### src/rtl/wbm_arbiter_core_pkg.sv
// -----------------------------------------------------------------------------
// wbm_arbiter_core_pkg
// Shared definitions for the Wishbone N-to-1 master arbiter:
//   state_e : arbiter FSM encoding (IDLE / BUSY)
//   clog2() : ceil(log2(n)) clamped to a minimum of 1, used for index and
//             counter widths so a single master or TIMEOUT=1 still yields a
//             legal 1-bit vector.
// -----------------------------------------------------------------------------
package wbm_arbiter_core_pkg;

  typedef enum logic {
    ST_IDLE = 1'b0,
    ST_BUSY = 1'b1
  } state_e;

  function automatic int clog2(input int n);
    int r;
    r = 0;
    while ((1 << r) < n) r++;
    return (r < 1) ? 1 : r;
  endfunction

endpackage : wbm_arbiter_core_pkg

### src/rtl/wbm_arbiter_core_if.sv
// -----------------------------------------------------------------------------
// wbm_arbiter_core_if
// Bundles both bus faces of the arbiter.
//   Master face : wbm_cyc_i/stb_i/we_i (one bit per master), wbm_adr_i/dat_i
//                 (packed, master k at [k*W +: W]), wbm_mask (1 = enabled),
//                 wbm_dat_o (shared read data), wbm_ack_o/err_o (per-master
//                 one-cycle pulses), wbm_id (current/last granted master).
//   Slave face  : wbs_cyc_o/stb_o/we_o/adr_o/dat_o towards the slave,
//                 wbs_dat_i/ack_i/err_i back from it.
// Modports:
//   arb    : the arbiter itself
//   master : the set of bus masters
//   slave  : the downstream slave / decoder
// -----------------------------------------------------------------------------
interface wbm_arbiter_core_if
  import wbm_arbiter_core_pkg::*;
#(
  parameter int NUM_MASTERS = 4,
  parameter int ADDR_WIDTH  = 16,
  parameter int DATA_WIDTH  = 16
) ();

  localparam int IW = clog2(NUM_MASTERS);

  // Master side
  logic [NUM_MASTERS-1:0]            wbm_cyc_i;
  logic [NUM_MASTERS-1:0]            wbm_stb_i;
  logic [NUM_MASTERS-1:0]            wbm_we_i;
  logic [NUM_MASTERS*ADDR_WIDTH-1:0] wbm_adr_i;
  logic [NUM_MASTERS*DATA_WIDTH-1:0] wbm_dat_i;
  logic [NUM_MASTERS-1:0]            wbm_mask;
  logic [DATA_WIDTH-1:0]             wbm_dat_o;
  logic [NUM_MASTERS-1:0]            wbm_ack_o;
  logic [NUM_MASTERS-1:0]            wbm_err_o;
  logic [IW-1:0]                     wbm_id;

  // Slave side
  logic                              wbs_cyc_o;
  logic                              wbs_stb_o;
  logic                              wbs_we_o;
  logic [ADDR_WIDTH-1:0]             wbs_adr_o;
  logic [DATA_WIDTH-1:0]             wbs_dat_o;
  logic [DATA_WIDTH-1:0]             wbs_dat_i;
  logic                              wbs_ack_i;
  logic                              wbs_err_i;

  modport arb (
    input  wbm_cyc_i, wbm_stb_i, wbm_we_i, wbm_adr_i, wbm_dat_i, wbm_mask,
    input  wbs_dat_i, wbs_ack_i, wbs_err_i,
    output wbm_dat_o, wbm_ack_o, wbm_err_o, wbm_id,
    output wbs_cyc_o, wbs_stb_o, wbs_we_o, wbs_adr_o, wbs_dat_o
  );

  modport master (
    output wbm_cyc_i, wbm_stb_i, wbm_we_i, wbm_adr_i, wbm_dat_i, wbm_mask,
    input  wbm_dat_o, wbm_ack_o, wbm_err_o, wbm_id
  );

  modport slave (
    input  wbs_cyc_o, wbs_stb_o, wbs_we_o, wbs_adr_o, wbs_dat_o,
    output wbs_dat_i, wbs_ack_i, wbs_err_i
  );

endinterface : wbm_arbiter_core_if

### src/rtl/wbm_prio_enc.sv
// -----------------------------------------------------------------------------
// wbm_prio_enc
// Fixed-priority encoder, highest set index wins.
//   req_i    : candidate vector (pending & mask)
//   onehot_o : one-hot of the winner (all zero if none)
//   idx_o    : binary index of the winner (0 if none)
//   any_o    : at least one candidate
// -----------------------------------------------------------------------------
module wbm_prio_enc
  import wbm_arbiter_core_pkg::*;
#(
  parameter  int N  = 4,
  localparam int IW = clog2(N)
) (
  input  logic [N-1:0]  req_i,
  output logic [N-1:0]  onehot_o,
  output logic [IW-1:0] idx_o,
  output logic          any_o
);

  // NOTE: every output gets a default before the loop so no path leaves a
  // value unassigned; otherwise synthesis infers a latch.
  always_comb begin
    onehot_o = '0;
    idx_o    = '0;
    any_o    = 1'b0;
    // Ascending scan: a later (higher) hit overwrites earlier ones.
    for (int i = 0; i < N; i++) begin
      if (req_i[i]) begin
        onehot_o    = '0;
        onehot_o[i] = 1'b1;
        idx_o       = IW'(i);
        any_o       = 1'b1;
      end
    end
  end

endmodule : wbm_prio_enc

### src/rtl/wbm_arbiter_core.sv
// -----------------------------------------------------------------------------
// wbm_arbiter_core
// Wishbone N-to-1 master arbiter. Each master request (cyc&stb, may be a
// single-cycle pulse) is latched into a per-master pending slot, granted by
// fixed priority (highest index first), forwarded to the single slave bus and
// terminated with a one-cycle ack or err pulse on that master's line.
// Ports:
//   wb_clk_i : bus clock, rising edge
//   wb_rst_i : synchronous reset, active high (aborts any transfer silently)
//   bus      : wbm_arbiter_core_if.arb, master and slave faces
// Timing: request -> pending (1 clk) -> grant/strobe (1 clk) -> slave ack ->
// master ack (1 clk). The FSM returns to IDLE for at least one cycle between
// transfers so a registered-ack slave never sees one strobe twice.
// A transfer waiting TIMEOUT cycles for the slave is terminated with err.
// -----------------------------------------------------------------------------
module wbm_arbiter_core
  import wbm_arbiter_core_pkg::*;
#(
  parameter int NUM_MASTERS = 4,
  parameter int ADDR_WIDTH  = 16,
  parameter int DATA_WIDTH  = 16,
  parameter int TIMEOUT     = 1024
) (
  input logic              wb_clk_i,
  input logic              wb_rst_i,
  wbm_arbiter_core_if.arb  bus
);

  localparam int N  = NUM_MASTERS;
  localparam int AW = ADDR_WIDTH;
  localparam int DW = DATA_WIDTH;
  localparam int IW = clog2(NUM_MASTERS);
  localparam int CW = clog2(TIMEOUT);

  // Capture stage
  logic [N-1:0]  req;        // cyc & stb this cycle
  logic [N-1:0]  accept;     // new request latched into a free, enabled slot
  logic [N-1:0]  reject;     // new request from a masked master
  logic [N-1:0]  drop;       // pending slot of a masked, non-granted master
  logic [N-1:0]  done;       // pending slot retired by a transfer termination
  logic [N-1:0]  pending_q;
  logic          lat_we_q  [N];
  logic [AW-1:0] lat_adr_q [N];
  logic [DW-1:0] lat_dat_q [N];

  // Arbitration
  logic [N-1:0]  cand_oh;
  logic [IW-1:0] cand_idx;
  logic          cand_any;

  // FSM
  state_e        state_q, state_d;
  logic [CW-1:0] cnt_q, cnt_d;
  logic          start;      // grant issued this cycle
  logic          finish;     // transfer terminates this cycle
  logic          fin_ack;
  logic          fin_err;
  logic          busy;

  // Registered outputs
  logic [N-1:0]  gnt_oh_q;
  logic [IW-1:0] id_q;
  logic          cyc_q;
  logic          we_q;
  logic [AW-1:0] adr_q;
  logic [DW-1:0] wdat_q;
  logic [DW-1:0] rdat_q;
  logic [N-1:0]  ack_q;
  logic [N-1:0]  err_q;

  assign busy = (state_q == ST_BUSY);
  assign done = {N{finish}} & gnt_oh_q;

  // ---------------------------------------------------------------------------
  // Per-master capture
  // ---------------------------------------------------------------------------
  for (genvar k = 0; k < N; k++) begin : g_cap
    assign req[k]    = bus.wbm_cyc_i[k] & bus.wbm_stb_i[k];
    assign accept[k] = req[k] &  bus.wbm_mask[k] & ~pending_q[k];
    assign reject[k] = req[k] & ~bus.wbm_mask[k] & ~pending_q[k];
    // A master that is masked while waiting is dropped, unless it already owns
    // the bus; an in-flight transfer always runs to completion.
    assign drop[k]   = pending_q[k] & ~bus.wbm_mask[k] & ~(busy & gnt_oh_q[k]);

    // NOTE: clocked state is updated with non-blocking assignments so every
    // register samples pre-edge values regardless of process order.
    always_ff @(posedge wb_clk_i) begin
      if (wb_rst_i) begin
        pending_q[k] <= 1'b0;
      end else if (accept[k]) begin
        pending_q[k] <= 1'b1;
      end else if (done[k] || drop[k]) begin
        pending_q[k] <= 1'b0;
      end
    end

    // NOTE: the payload registers carry no reset; they are only read while the
    // matching pending bit is set, and that bit is reset.
    always_ff @(posedge wb_clk_i) begin
      if (accept[k]) begin
        lat_we_q[k]  <= bus.wbm_we_i[k];
        lat_adr_q[k] <= bus.wbm_adr_i[k*AW +: AW];
        lat_dat_q[k] <= bus.wbm_dat_i[k*DW +: DW];
      end
    end
  end : g_cap

  // ---------------------------------------------------------------------------
  // Arbitration: only enabled pending masters compete
  // ---------------------------------------------------------------------------
  wbm_prio_enc #(
    .N (N)
  ) u_prio_enc (
    .req_i    (pending_q & bus.wbm_mask),
    .onehot_o (cand_oh),
    .idx_o    (cand_idx),
    .any_o    (cand_any)
  );

  // ---------------------------------------------------------------------------
  // FSM
  // ---------------------------------------------------------------------------
  always_ff @(posedge wb_clk_i) begin
    if (wb_rst_i) begin
      state_q <= ST_IDLE;
      cnt_q   <= '0;
    end else begin
      state_q <= state_d;
      cnt_q   <= cnt_d;
    end
  end

  always_comb begin
    state_d = state_q;
    cnt_d   = cnt_q;
    start   = 1'b0;
    finish  = 1'b0;
    fin_ack = 1'b0;
    fin_err = 1'b0;
    case (state_q)
      ST_IDLE: begin
        if (cand_any) begin
          start   = 1'b1;
          cnt_d   = '0;
          state_d = ST_BUSY;
        end
      end
      ST_BUSY: begin
        if (bus.wbs_err_i) begin            // err has precedence over ack
          finish  = 1'b1;
          fin_err = 1'b1;
        end else if (bus.wbs_ack_i) begin
          finish  = 1'b1;
          fin_ack = 1'b1;
        end else if (cnt_q == CW'(TIMEOUT - 1)) begin
          // TIMEOUT BUSY cycles elapsed without a slave termination.
          finish  = 1'b1;
          fin_err = 1'b1;
        end else begin
          cnt_d = cnt_q + 1'b1;
        end
        if (finish) state_d = ST_IDLE;
      end
      default: state_d = ST_IDLE;
    endcase
  end

  // ---------------------------------------------------------------------------
  // Slave request and master response registers
  // ---------------------------------------------------------------------------
  always_ff @(posedge wb_clk_i) begin
    if (wb_rst_i) begin
      gnt_oh_q <= '0;
      id_q     <= '0;
      cyc_q    <= 1'b0;
      we_q     <= 1'b0;
      adr_q    <= '0;
      wdat_q   <= '0;
      rdat_q   <= '0;
      ack_q    <= '0;
      err_q    <= '0;
    end else begin
      ack_q <= {N{fin_ack}} & gnt_oh_q;
      err_q <= reject | drop | ({N{fin_err}} & gnt_oh_q);
      if (fin_ack) rdat_q <= bus.wbs_dat_i;
      if (start) begin
        gnt_oh_q <= cand_oh;
        id_q     <= cand_idx;
        cyc_q    <= 1'b1;
        we_q     <= lat_we_q[cand_idx];
        adr_q    <= lat_adr_q[cand_idx];
        wdat_q   <= lat_dat_q[cand_idx];
      end else if (finish) begin
        cyc_q    <= 1'b0;
      end
    end
  end

  assign bus.wbs_cyc_o = cyc_q;
  assign bus.wbs_stb_o = cyc_q;
  assign bus.wbs_we_o  = we_q;
  assign bus.wbs_adr_o = adr_q;
  assign bus.wbs_dat_o = wdat_q;
  assign bus.wbm_dat_o = rdat_q;
  assign bus.wbm_ack_o = ack_q;
  assign bus.wbm_err_o = err_q;
  assign bus.wbm_id    = id_q;

endmodule : wbm_arbiter_core

### src/flat_wrapper.sv
// flat-port wrapper written by rule: the top's interface ports become plain ports
module wbm_arbiter_core_flat import wbm_arbiter_core_pkg::*;
#(
  parameter int NUM_MASTERS = 4,
  parameter int ADDR_WIDTH  = 16,
  parameter int DATA_WIDTH  = 16,
  parameter int TIMEOUT     = 1024
)
  (wb_clk_i, wb_rst_i, bus_wbm_cyc_i, bus_wbm_stb_i, bus_wbm_we_i, bus_wbm_adr_i, bus_wbm_dat_i, bus_wbm_mask, bus_wbs_dat_i, bus_wbs_ack_i, bus_wbs_err_i, bus_wbm_dat_o, bus_wbm_ack_o, bus_wbm_err_o, bus_wbm_id, bus_wbs_cyc_o, bus_wbs_stb_o, bus_wbs_we_o, bus_wbs_adr_o, bus_wbs_dat_o);
  wbm_arbiter_core_if #(.NUM_MASTERS(NUM_MASTERS), .ADDR_WIDTH(ADDR_WIDTH), .DATA_WIDTH(DATA_WIDTH)) bus_i ();
  input logic wb_clk_i;
  input logic wb_rst_i;
  input wire logic [$bits(bus_i.wbm_cyc_i)-1:0] bus_wbm_cyc_i;
  input wire logic [$bits(bus_i.wbm_stb_i)-1:0] bus_wbm_stb_i;
  input wire logic [$bits(bus_i.wbm_we_i)-1:0] bus_wbm_we_i;
  input wire logic [$bits(bus_i.wbm_adr_i)-1:0] bus_wbm_adr_i;
  input wire logic [$bits(bus_i.wbm_dat_i)-1:0] bus_wbm_dat_i;
  input wire logic [$bits(bus_i.wbm_mask)-1:0] bus_wbm_mask;
  input wire logic [$bits(bus_i.wbs_dat_i)-1:0] bus_wbs_dat_i;
  input wire logic [$bits(bus_i.wbs_ack_i)-1:0] bus_wbs_ack_i;
  input wire logic [$bits(bus_i.wbs_err_i)-1:0] bus_wbs_err_i;
  output wire logic [$bits(bus_i.wbm_dat_o)-1:0] bus_wbm_dat_o;
  output wire logic [$bits(bus_i.wbm_ack_o)-1:0] bus_wbm_ack_o;
  output wire logic [$bits(bus_i.wbm_err_o)-1:0] bus_wbm_err_o;
  output wire logic [$bits(bus_i.wbm_id)-1:0] bus_wbm_id;
  output wire logic [$bits(bus_i.wbs_cyc_o)-1:0] bus_wbs_cyc_o;
  output wire logic [$bits(bus_i.wbs_stb_o)-1:0] bus_wbs_stb_o;
  output wire logic [$bits(bus_i.wbs_we_o)-1:0] bus_wbs_we_o;
  output wire logic [$bits(bus_i.wbs_adr_o)-1:0] bus_wbs_adr_o;
  output wire logic [$bits(bus_i.wbs_dat_o)-1:0] bus_wbs_dat_o;
  assign bus_i.wbm_cyc_i = bus_wbm_cyc_i;
  assign bus_i.wbm_stb_i = bus_wbm_stb_i;
  assign bus_i.wbm_we_i = bus_wbm_we_i;
  assign bus_i.wbm_adr_i = bus_wbm_adr_i;
  assign bus_i.wbm_dat_i = bus_wbm_dat_i;
  assign bus_i.wbm_mask = bus_wbm_mask;
  assign bus_i.wbs_dat_i = bus_wbs_dat_i;
  assign bus_i.wbs_ack_i = bus_wbs_ack_i;
  assign bus_i.wbs_err_i = bus_wbs_err_i;
  assign bus_wbm_dat_o = bus_i.wbm_dat_o;
  assign bus_wbm_ack_o = bus_i.wbm_ack_o;
  assign bus_wbm_err_o = bus_i.wbm_err_o;
  assign bus_wbm_id = bus_i.wbm_id;
  assign bus_wbs_cyc_o = bus_i.wbs_cyc_o;
  assign bus_wbs_stb_o = bus_i.wbs_stb_o;
  assign bus_wbs_we_o = bus_i.wbs_we_o;
  assign bus_wbs_adr_o = bus_i.wbs_adr_o;
  assign bus_wbs_dat_o = bus_i.wbs_dat_o;
  wbm_arbiter_core #(.NUM_MASTERS(NUM_MASTERS), .ADDR_WIDTH(ADDR_WIDTH), .DATA_WIDTH(DATA_WIDTH), .TIMEOUT(TIMEOUT)) u_core (.wb_clk_i(wb_clk_i), .wb_rst_i(wb_rst_i), .bus(bus_i));
endmodule
### config.mk
export PLATFORM = sky130hd
export DESIGN_NAME = wbm_arbiter_core_flat
export DESIGN_NICKNAME = d
export VERILOG_FILES = /design/src/rtl/wbm_arbiter_core_pkg.sv /design/src/rtl/wbm_arbiter_core_if.sv /design/src/rtl/wbm_prio_enc.sv /design/src/rtl/wbm_arbiter_core.sv /design/src/flat_wrapper.sv
export SDC_FILE = /design/constraint.sdc
export NUM_CORES = 1
export LEC_CHECK = 0
export CAP_MARGIN = 10
export CORE_UTILIZATION = 30
export CTS_CLUSTER_DIAMETER = 50
export DETAILED_ROUTE_END_ITERATION = 12
export PLACE_DENSITY_LB_ADDON = 0.3
export SKIP_LAST_GASP = 1
export SYNTH_ARGS = -nofsm -noshare
export SYNTH_HDL_FRONTEND = slang
export SYNTH_SLANG_ARGS = --single-unit
### constraint.sdc
create_clock -name wb_clk_i -period 3 [get_ports wb_clk_i]
set_clock_uncertainty 0.2 [all_clocks]
set_input_delay 0.3 -clock wb_clk_i [delete_from_list [all_inputs] [get_ports wb_clk_i]]
set_output_delay 0.3 -clock wb_clk_i [all_outputs]
set_load 0.005 [all_outputs]
* After elaboration in Yosys (flattened, before gate mapping)
Memory sizes are Yosys's and may differ from the RTL's. A register that Yosys moved wholly into a read port is not among the register bits.
Cells that the tools add are included.
W data, S select, Z words.
** Word-level totals
- Logic and storage cells :: 131
- RAM bits :: 132
- Register bits after elaboration :: 46
- Input bits :: 164
- Output and inout port bits :: 61
- Memories kept :: 3
- Latch bits :: 0
- ROM bits :: 0
** Operators by class
- Order comparisons :: 0
- Equality and inequality tests :: 5
- $add $sub $neg :: 1
- Reduce and logical (&&, ||, !) cells :: 10
- $mul :: 0
- Muxes and demuxes :: 49
- Shift operators :: 0
- Bitwise gates (word level) :: 51
- Div/mod/pow operators :: 0
** Memory list
- u_core.lat_adr_q :: depth 4, bits a word 16, rd ports 1, clocked after memory_dff 1, wr ports 4, line wbm_arbiter_core.sv:43 : logic [AW-1:0] lat_adr_q [N];
- u_core.lat_dat_q :: depth 4, bits a word 16, rd ports 1, clocked after memory_dff 1, wr ports 4, line wbm_arbiter_core.sv:44 : logic [DW-1:0] lat_dat_q [N];
- u_core.lat_we_q :: depth 4, bits a word 1, rd ports 1, clocked after memory_dff 1, wr ports 4, line wbm_arbiter_core.sv:42 : logic lat_we_q [N];
** Operators by type and width (number)
- $mux W10 :: 4
- $mux W1 :: 38
- $and A1 B1 Y1 :: 32
- $pmux W10 S2 :: 1
- $and A4 B4 Y4 :: 4
- $not A1 Y1 :: 13
- $mux W4 :: 3
- $add A10 B1 Y10 const B :: 1
- $eq A10 B10 Y1 const B :: 1
- $reduce_bool A2 Y1 :: 5
- $or A4 B4 Y4 :: 2
- $ne A2 B2 Y1 const B :: 3
- $logic_or A1 B1 Y1 :: 4
- $mux W2 :: 2
- $reduce_and A4 Y1 :: 1
- $ne A2 B1 Y1 const B :: 1
- $pmux W1 S2 :: 1

* Logic depth before layout (Yosys ltp)
- Depth after elaboration :: 10
- Gate-level depth with buffers :: 6
- Gate-level depth less buffers :: 5

* Modules after synthesis
Synthesis repeated with hierarchy kept, for this count alone.
** Second synthesis, totals
- Cells, all modules :: 562
- Area, all modules :: 7862.5 um2
** By module, submodules not included
- wbm_arbiter_core :: seq. area each 5545.3 um2, cells each 553, times used 1, area each 7810.0 um2
- wbm_prio_enc :: seq. area each 0.0 um2, cells each 9, times used 1, area each 52.6 um2

* Least setup slack after synthesis
Ideal clock, no wire load.
- Path kind :: input to register
- Start :: input bus_wbm_mask[1]
- End :: memory u_core.lat_adr_q[1][0] (netlist name), enable pin
- Setup slack :: 606 ps
- Arrival :: 1771 ps
- Setup time :: 423 ps
- Path buffers :: 0
- Cell stages on the path :: 2
- Required time :: 2377 ps
- Cells stage by stage :: nand3_1 -> nor2_1
** RTL lines
- from (decl) :: line flat_wrapper.sv:18 : input wire logic [$bits(bus_i.wbm_mask)-1:0] bus_wbm_mask;
- to (decl) :: line wbm_arbiter_core.sv:43

* Final worst setup path
- Start :: register u_core.pending_q[3]
- End :: register u_core.wdat_q[11] (netlist: u_core.bus.wbs_dat_o[11]), read port of u_core.lat_dat_q
** Between the ends
- Longest elaborated chain between the ends :: 4
- Elaborated cells between the ends (all ways) :: 5
- Classes of those cells :: mux (4); bitwise (1)
** RTL lines
- from (decl) :: line wbm_arbiter_core.sv:41 : logic [N-1:0] pending_q;
- from (signal, indexed assignment) :: line wbm_arbiter_core.sv:89 : pending_q[k] <= 1'b0;
- from (signal, indexed assignment) :: line wbm_arbiter_core.sv:91 : pending_q[k] <= 1'b1;
- from (signal, indexed assignment) :: line wbm_arbiter_core.sv:93 : pending_q[k] <= 1'b0;
- $and A4 B4 Y4 (*) :: line wbm_arbiter_core.sv:114 : .req_i (pending_q & bus.wbm_mask),
- $mux W1 :: line wbm_prio_enc.sv:29 : if (req_i[i]) begin
- $mux W1 :: line wbm_arbiter_core.sv:142 : if (cand_any) begin
- $mux W1 :: line wbm_arbiter_core.sv:140 : case (state_q)
- to (decl) :: line wbm_arbiter_core.sv:66 : logic [DW-1:0] wdat_q;
Mark *: on every way between the ends. The rest lies on a longest branch, timed or not.
A chain may end at the register's enable or synchronous reset.

==> metrics.md <==
| Metric | Value |
|---|---|
| Initial Util | 0.310 |
| Peak supply drop | roughly 370 µV |
| Pwr/cell area | between 600 and 700 nW/µm² |
| Drt drc | 0 |
| CP bufs+invs | 0 |
| HP Class | in2reg |
| Async SR Flop Fraction | 0 |
| Warnings, synthesis | 0 |
| DP HPWL | approximately 15,000 µm |
| Total track usage | 0.167 |
| Latest clock arrival within the worst-skew pair | 0.51 ns |
| Family with the most delay on the worst path | compound AO/OA/AOI/OAI gates |
| Status | finished clean |
| Largest stage delay, worst path | 0.97 ns |
| Post-CTS setup buffer count | 0 |
| Worst rel slew slack | 0.187 |
| Core area | 24,600 µm² |
| Post-synth EDFFs | 132 |
| RSZ-0062 raised after global routing | no |
| Clock Sinks | about 210 |
| First-pass GRT wire length | approximately 33,000 µm |
| Diodes inserted | 0 |
| Drt wl/cell | 19.5 µm |
| Final Core Density | 0.453 |
| Final Hold Fails | 0 |
| Cells after synthesis | ~560 |
| Detailed Route WL | between 20,000 and 25,000 µm |
| Sequential fraction of the synthesis area | 0.728 |
| # setup viols final | 0 |
| Die area | ~26,000 µm² |
| Remaining Overflow, GRT | 0 |
| Top_reg_cell synth | edfxtp_1 |
| Critical-path cell list | a22oi_2, a31oi_4, o221ai_1, a31oi_1 |
| Initial antenna violation count | 2 |
| # rows | 57 |
| Post-synth top area share | 0.520 |
| Filler cell count in the final layout | 2,223 |
| Fmax | between 400 and 500 MHz |
| Clock Tree Buf Depth | 3 |
| Routability cong. | between 0.7 and 0.8 |
| Hold-fix buffers at CTS | 0 |
| Cell with the most instances after synthesis | edfxtp_1 |
| Cell Area, Synth | 7620 µm² |
| Largest net degree at the start of global routing | 41 |
| Slowest CP cell | a31oi_4 |
| Top-Level Pins | 225 |
| FF+latch count, synth | around 210 |
| Die height | 161 µm |
| Synth area leaders | edfxtp_1, dfxtp_1, o221ai_1 |
| Worst Slack Setup Final | roughly 0.60 ns |
| Number of distinct library cells after synthesis | 46 |
| H-tree Lvls | 1 |
| Max-cap viol count | 0 |
| Worst-path clk slew | 0.06 ns |
| Vias in the first global route | 5,740 |
| Vias | 5,596 |
| Slew Limit Fails | 0 |
| Period utilization | 0.801 |
| Post-cts resize count | 0 |
| Setup total negative slack | 0 ns |
| Clock buffers created by TritonCTS | 25 |
| Area grow syn2layout | 46.2% |
| CP required | 3.24 ns |
| Share of layout cells above drive strength 1 | 0.0920 |
| Root Buffer | clkbuf_16 |
| Drt initial violations | 421 |
| Area leader, netlist | edfxtp_1 |
| Final ANT Viol Nets | 0 |
| Avg Cell Area, Syn | 13.7 µm² |
| DRT Pass-1 Iters | 7 |
| Slew of the pin with the lowest slew margin | 1.22 ns |
| Final net count | 950 |
| Crit end category | flip-flop |
| Cell leakage power | 3.68 nW |
| CP Class | reg2reg |
| Multi-input gate area | 1930 µm² |
| Routed vias/inst | 4.96 |
| Port bufs | 224 |
| Reg area | between 5000 and 6000 µm² |
| Post-synth top cells | edfxtp_1, dfxtp_1, nand2_1, o221ai_1, a31oi_1 |
| Minimum clock period | 2.40 ns |
| Syn_nets | around 720 |
| Worst Path Max Fanout | 35 |
| CTS tree | built |
| Chip Width | 161 µm |
| Startpoint Class | flip-flop |
| Setup Slack @ Placement | 0.239 ns |
| Crit path arrival time | about 2.6 ns |
[cell families after synthesis]
| group | Yosys count | share of synthesized area |
|---|---|---|
| AND/OR/NAND/NOR | 133 | 0.0815 |
| AO/OA/AOI/OAI | 167 | 0.162 |
| buffers and inverters | 43 | 0.0238 |
| XOR/XNOR | 3 | 0.00345 |
| adder cells (fa/ha/maj) | 1 | 0.00164 |
| flip-flops | 211 | 0.728 |
[state kept, by name, summed over array words and instances (netlist names)]
signal / flops
u_core.bus.wbm_id: 2
u_core.bus.wbs_dat_o: 16
u_core.lat_adr_q: 64
u_core.bus.wbs_we_o: 1
u_core.bus.wbs_cyc_o: 1
u_core.gnt_oh_q: 4
u_core.busy: 1
u_core.bus.wbs_adr_o: 16
u_core.pending_q: 4
u_core.bus.wbm_ack_o: 4
u_core.bus.wbm_err_o: 4
u_core.lat_dat_q: 64
u_core.bus.wbm_dat_o: 16
u_core.lat_we_q: 4
u_core.cnt_q: 10
[through the flow]
step                instance area (µm²)  std cells  total power, mW  hold WS (ns)
finish                            11100       1128             6.90         0.134
global route                      11100       1128             7.14         0.112
CTS                               11100       1128             6.97         0.114
detailed placement                10300       1082             3.91         0.246
global placement                  10300       1082             3.90         0.242
floorplan                          7620        558             3.48         0.199
[placed cells by master, fill, tap and decap left out, types with 3 or more instances in the layout]
cell and count:
clkdlybuf4s50_1 224, edfxtp_1 132, dfxtp_1 79, nand2_1 76, o221ai_1 66, a31oi_1 39
a21oi_1 37, clkbuf_16 25, nor2_1 16, buf_4 11, nand3_1 8, and3_1 7
a311oi_1 5, clkbuf_1 5, inv_1 4, o21ai_0 4, nand4_1 4, clkinv_2 4
buf_12 4, and4b_2 3, nand3_2 3, nor3_1 3, or3_1 3, bufinv_16 3
[final cells by class]
type,instances,share of cell area
Inverter,4,0.00135
Tap cell,324,0.0364
Clock inverter,13,0.0147
Multi-Input combinational cell,304,0.173
Timing Repair Buffer,239,0.216
Clock buffer,33,0.0610
Sequential cell,211,0.498
[power breakdown]
part | total (mW) | leakage [nW] | switching [mW] | internal (mW)
Clock | 3.07 | 0.415 | 1.20 | 1.87
Sequential | 3.26 | 1.85 | 0.0582 | 3.20
Combinational | 0.584 | 1.41 | 0.236 | 0.348
Total | 6.90 | 3.68 | 1.49 | 5.41
[worst reg2reg max path, stage by stage, from the launching register on]
cell and delay, ns:
dfxtp_1 0.56, a22oi_2 0.19, a31oi_4 0.97, o221ai_1 0.23
a31oi_1 0.20
[path summary, 6_finish.rpt]
path | startpoint | to | slack [ns] | cells past startpoint
max | u_core.pending_q[3] | u_core.bus.wbs_dat_o[11] | 0.60 | 4
min | bus_wbm_dat_i[39] | u_core.lat_dat_q[2][7] | 0.13 | 1
max reg2reg | u_core.pending_q[3] | u_core.bus.wbs_dat_o[11] | 0.60 | 4
min reg2reg | u_core.bus.wbm_dat_o[14] | u_core.bus.wbm_dat_o[14] | 0.25 | 2
[routing by layer]
| layer | global-route usage | routed length (µm) | up-vias | share of wire |
|---|---|---|---|---|
| li1 | - | - | 2668 | - |
| met1 | 0.211 | 9370 | 2673 | 0.43 |
| met2 | 0.288 | 10700 | 230 | 0.49 |
| met3 | 0.0413 | 1640 | 25 | 0.075 |
| met4 | 0.0382 | 305 | 0 | 0.014 |
| met5 | 0 | 0 | - | 0 |
Note: power is estimated with default switching activity, not from simulation.
==> edit 1 (same settings) <==
`ADDR_WIDTH` is set to 16 in 3 places; all go to 17.
--- a/src/rtl/wbm_arbiter_core_if.sv
+++ b/src/rtl/wbm_arbiter_core_if.sv
@@ -18,3 +18,3 @@
   parameter int NUM_MASTERS = 4,
-  parameter int ADDR_WIDTH  = 16,
+  parameter int ADDR_WIDTH  = 17,
   parameter int DATA_WIDTH  = 16
--- a/src/rtl/wbm_arbiter_core.sv
+++ b/src/rtl/wbm_arbiter_core.sv
@@ -19,3 +19,3 @@
   parameter int NUM_MASTERS = 4,
-  parameter int ADDR_WIDTH  = 16,
+  parameter int ADDR_WIDTH  = 17,
   parameter int DATA_WIDTH  = 16,
--- a/src/flat_wrapper.sv
+++ b/src/flat_wrapper.sv
@@ -4,3 +4,3 @@
   parameter int NUM_MASTERS = 4,
-  parameter int ADDR_WIDTH  = 16,
+  parameter int ADDR_WIDTH  = 17,
   parameter int DATA_WIDTH  = 16,
Interface: changed (resized bus_wbm_adr_i and bus_wbs_adr_o); port bits go from 225 to 230. No check against the original RTL was run, so the function may have changed too.
==> edit 1 against the unedited design <==
- via count is 2.3% higher
- synthesized area rose by 2.0%
- global-route usage down 0.18 points
- critical path type unchanged
- sequential cell count up 5
- combinational power grew 3.9%
- power grew 2.3%
- die area increased by 1.9%
- design area is 2.7% higher
- setup slack improved by 0.30 ns
- clock power grew 2%
- wire length increased by 2.5%
==> edit 1: results (changes against the unedited design) <==
outcome:
  status: "finished clean"
timing:
  finalHoldViolCount: 0  # unchanged
  relSlewSlack: 0.531  # +0.344
global_routing:
  grt_use_total: 0.166  # -0.00180
  grt_pass1_wl_mm: 32.8  # -0.69%
  gr-usage-met1: 0.211  # -0.000605
  met2_usage: 0.283  # -0.00503
  grt_max_degree: 36  # -12%
  antenna_found_initial: 0  # -2
  grtUsageMet3: 0.0346  # -0.00671
  grt_pass1_vias: 5664  # -1.3%
synthesis:
  synthTopCellsByArea: "edfxtp_1, dfxtp_1, o221ai_1, nand2_1, a31oi_1"
  ys_types: 42  # -8.7%
  synth_edf_count: 136  # +3.0%
  syn_nets: 736  # +1.8%
  ys.flop_type: "edfxtp_1"
  synth_commonest_cells: "edfxtp_1, dfxtp_1, nand2_1"
  synth-seq-area-share: 0.732  # +0.00409
  yosys_warnings: 0  # unchanged
worst_setup_path:
  timing.critical_path.fanout_max: 17  # -51%
  max_stage_delay_ns: 0.47  # -0.50 ns
  slowest_stage: "dfxtp_1"
  cp_top_family: "compound AO/OA/AOI/OAI gates"
  crit_start: "u_core.pending_q[1]"
  arrival_ns: 2.35  # -0.29 ns
routing:
  met2_length_mm: 11.0  # +2.9%
  wl_met3_mm: 1.57  # -4.1%
  via_per_inst: 4.94  # -0.35%
  drt_iter0_drc: 338  # -20%
  wl_per_cell_um: 19.5  # -0.12%
  firstDrtPassIters: 5  # -2
  wl_met1_mm: 9.55  # +2.0%
place:
  place_congestion: 0.766  # +3.9%
  dpl_worst_slack_ns: 0.511  # +0.273 ns
  port_buffers: 229  # +2.2%
  place_area_sq_um: 10600  # +2.7%
  place_hpwl_mm: 14.9  # +1.7%
clocking:
  cts_max_level: 1  # unchanged
  cts_resized: 0  # unchanged
  clkLatencyLatePin_ns: 0.53  # +0.02 ns
  cts_buffers: 27  # +8.0%
  clk_pin_slew_worst_paths_ns: 0.06  # about the same
hold_path:
  min_from: "bus_wbm_adr_i[45]"
power:
  vdd_drop_max_v: 0.000333  # -9.6%
  p_int_mw: 5.53  # +2.1%
  p_leak_nw: 3.80  # +3.4%
finish:
  nFillCells: 2269  # +2.1%
  nNetsFinal: 976  # +2.7%
  largest_reg_flops: 68
  drive_gt1_frac: 0.0992  # +0.00711
==> edit 1: cells by family after synthesis <==
family,count (synthesis),synth area share
XOR/XNOR,3,0.00338
AO/OA/AOI/OAI,168,0.161
flip-flops,216,0.732
adder cells (fa/ha/maj),1,0.00161
AND/OR/NAND/NOR,136,0.0801
buffers and inverters,43,0.0224
==> edit 1: layout make-up <==
cell class                      count  area, sq um  area share
Tap cell                          330          413      0.0361
Inverter                            4         15.0     0.00131
Sequential cell                   216         5690       0.497
Clock buffer                       35          726      0.0634
Timing Repair Buffer              250         2510       0.220
Clock inverter                     14          144      0.0126
Multi-Input combinational cell    308         1950       0.170
Antenna cell                        1         2.50    0.000219
==> edit 1: worst reg2reg max path: cells and delay by family, from the launching register on <==
kind	cells	cell delay, ns
AOI/OAI and AO/OA	3	0.75
buffers and inverters	1	0.34
DFF	1	0.47
and+or+nand+nor	1	0.27
==> edit 1: path summary, 6_finish.rpt <==
check | slack (ns) | depth (start not counted) | to
min | 0.12 | 1 | u_core.lat_adr_q[2][11]
min reg2reg | 0.25 | 2 | u_core.bus.wbm_dat_o[2]
max reg2reg | 0.90 | 5 | u_core.bus.wbs_adr_o[15]
max | 0.90 | 5 | u_core.bus.wbs_adr_o[15]
==> edit 1: stage by stage <==
step                      power (mW)  std cells
after floorplan                 3.56        567
after global placement          4.00       1108
after detailed placement        4.01       1108
after CTS                       7.13       1157
after global routing            7.29       1157
final                           7.06       1158
==> edit 1: power by group through the flow <==
stage / Clock (mW) / Sequential [mW] / Combinational [mW]
floorplan: 0 / 3.38 / 0.181
global placement: 0 / 3.39 / 0.608
detailed placement: 0 / 3.39 / 0.614
CTS: 3.19 / 3.33 / 0.617
global route: 3.30 / 3.34 / 0.652
finish: 3.12 / 3.33 / 0.607
==> edit 2 (same flow settings) <==
Made on the original files. Reset style: asynchronous (`wb_rst_i`), changed in 3 clocked blocks. Comments in the files are not updated.
--- a/src/rtl/wbm_arbiter_core.sv
+++ b/src/rtl/wbm_arbiter_core.sv
@@ -86,3 +86,3 @@
     // register samples pre-edge values regardless of process order.
-    always_ff @(posedge wb_clk_i) begin
+    always_ff @(posedge wb_clk_i or posedge wb_rst_i) begin
       if (wb_rst_i) begin
@@ -122,3 +122,3 @@
   // ---------------------------------------------------------------------------
-  always_ff @(posedge wb_clk_i) begin
+  always_ff @(posedge wb_clk_i or posedge wb_rst_i) begin
     if (wb_rst_i) begin
@@ -170,3 +170,3 @@
   // ---------------------------------------------------------------------------
-  always_ff @(posedge wb_clk_i) begin
+  always_ff @(posedge wb_clk_i or posedge wb_rst_i) begin
     if (wb_rst_i) begin
Check against the original RTL: differs if wb_rst_i is asserted again (counterexample within 4 cycles, from zero or initial values and one cycle with wb_rst_i high); with wb_rst_i held inactive, the same outputs for 4 cycles.
==> edit 2 against the unedited design <==
- the flow now finishes with violations (negative hold slack)
- count of clock-buffer cells in the layout grew 1
- critical path depth is the same
- sequential cell count is the same
- design area grew 5.8%
- highest routed layer unchanged
- synthesized area grew 7.8%
- worst hold slack lost 0.15 ns
- maximum frequency grew 12%
- setup slack gained 0.25 ns
- wire length grew 1.2%
- die area grew 7.7%
Power is not compared: it rests on default switching activity, and its combinational part moved more than twofold at a synthesized area within 25%.
==> edit 2: results (changes against the unedited design) <==
outcome:
  violations: "negative hold slack"
  status: "complete, but fails checks"
clocking:
  clock-root-buffer: "clkbuf_16"
  clkLatencyLatePin_ns: 0.54  # +0.03 ns
  postCtsSetupRepairBufs: 0  # unchanged
  cts_max_level: 1  # unchanged
  cts_resized: 0  # unchanged
  clk_pin_slew_worst_paths_ns: 0.06  # about the same
  ctsLongestPathBuffers: 3  # unchanged
  cts_buffers: 29  # +16%
global_routing:
  grt_pass1_wl_mm: 34.0  # +2.9%
  met2_usage: 0.263  # -0.0253
  grtUsageMet3: 0.0366  # -0.00471
  grt_pass1_vias: 5886  # +2.5%
  antenna_found_initial: 0  # -2
  grt_use_total: 0.158  # -0.00902
  grt_max_degree: 44  # +7.3%
  gr-usage-met1: 0.208  # -0.00360
synthesis:
  synthTopCellsByArea: "edfxtp_1, dfrtp_1, a21oi_1, nand2_1, a31o_1"
  synthArstFlopShare: 0.374  # +0.374
  yosys_warnings: 0  # unchanged
  synth_commonest_cells: "edfxtp_1, nand2_1, dfrtp_1"
  synth-seq-area-share: 0.723  # -0.00475
  syn_inst: 620  # +11%
  syn_nets: 785  # +8.6%
  ys_types: 45  # -2.2%
  synth_edf_count: 132  # unchanged
place:
  place_congestion: 0.755  # +2.5%
  port_buffers: 224  # unchanged
  place_area_sq_um: 10900  # +5.5%
  dp.cells: 1165  # +7.7%
  place_hpwl_mm: 14.4  # -1.9%
finish:
  nNetsFinal: 1020  # +7.4%
  top_regs: "u_core.lat_adr_q: 64 flops, u_core.lat_dat_q: 64 flops"
  drive_gt1_frac: 0.116  # +0.0241
timing:
  finalHoldViolCount: 9  # +9
  relSlewSlack: 0.405  # +0.218
  setup_viol: 0  # unchanged
  hold_slack_ns: -0.0156  # -0.150 ns
worst_setup_path:
  cp-start-kind: "flip-flop"
  r2r_start: "u_core.pending_q[3]"
  timing.critical_path.fanout_max: 42  # +20%
  arrival_ns: 2.40  # -0.24 ns
power:
  p_leak_nw: 4.36
  vdd_drop_max_v: 0.000342
routing:
  via_per_inst: 4.74  # -4.4%
  firstDrtPassIters: 5  # -2
  vias: 5783  # +3.3%
  drt_iter0_drc: 303  # -28%
  drt_wl_total_mm: 22.3  # +1.2%
hold_path:
  holdCritPathClass: "in -> async"
edit 2: changes by cell type after synthesis, sizes merged, moves of 5 or more:
| cell | unedited run | this run |
|---|---|---|
| o221ai | 66 | 0 |
| and3 | 7 | 2 |
| dfrtp | 0 | 79 |
| a31o | 1 | 33 |
| nor2 | 17 | 51 |
| a31oi | 40 | 3 |
| mux2 | 0 | 16 |
| buf | 10 | 27 |
| a21oi | 38 | 76 |
| nand2 | 77 | 89 |
| dfxtp | 79 | 0 |
| o21ai | 4 | 46 |
| clkbuf | 29 | 9 |
edit 2: final timing paths:
check	to	slack [ns]	cells after the start
max in group asynchronous	u_core.bus.wbs_adr_o[15]	1.91	3
worst min register to register	u_core.bus.wbm_id[0]	0.29	2
worst min-delay path	u_core.bus.wbs_dat_o[2]	-0.02	2
worst max register to register	u_core.bus.wbs_adr_o[3]	0.85	4
min in group wb_clk_i	u_core.lat_adr_q[2][8]	0.11	1
worst max-delay path	u_core.bus.wbs_adr_o[3]	0.85	4
edit 2: cells by family (layout without fill, tap and decap cells):
kind of cell / after synthesis / in the layout / share of synthesized area
adder cells (fa/ha/maj): 1 / 1 / 0.00152
AND/OR/NAND/NOR: 172 / 172 / 0.0909
multiplexers: 17 / 17 / 0.0231
flip-flops: 211 / 211 / 0.723
AO/OA/AOI/OAI: 174 / 174 / 0.130
XOR/XNOR: 2 / 2 / 0.00213
buffers and inverters: 43 / 301 / 0.0291
edit 2: final cells by class:
class | instances | area, sq um
Fill cell | 2475 | 15100
Multi-Input combinational cell | 366 | 2090
Tap cell | 341 | 427
Timing Repair Buffer | 240 | 2370
Clock inverter | 20 | 168
Inverter | 7 | 28.8
Sequential cell | 211 | 5940
Clock buffer | 34 | 754
edit 2: metrics by stage:
step	util	power, mW	worst slack [ns]
6_report	0.439	9.00	0.851
4_1_cts	0.439	9.14	0.824
3_3_place_gp	0.404	5.81	0.568
5_1_grt	0.439	9.44	0.672
3_5_place_dp	0.404	5.85	0.493
2_1_floorplan	-	4.62	0.477
edit 2: metal layers:
metal  up-vias  part of all wire
met5         -                 0
met2       214              0.48
met3        35             0.059
met4         0             0.022
met1      2783              0.43
li1       2751                 -
edit 2: worst max-delay path, cell delays in order (launching register included):
cell	delay (ns)
dfrtp_1	0.46
nand2_2	0.25
a41o_2	0.84
a21oi_1	0.09
a21oi_1	0.20
edit 2: power breakdown:
part	internal [mW]	switching [mW]	leakage, nW	total [mW]
clock network	1.91	1.32	0.445	3.24
logic	1.14	0.764	1.75	1.91
registers	3.56	0.298	2.17	3.86
total	6.62	2.39	4.36	9.00
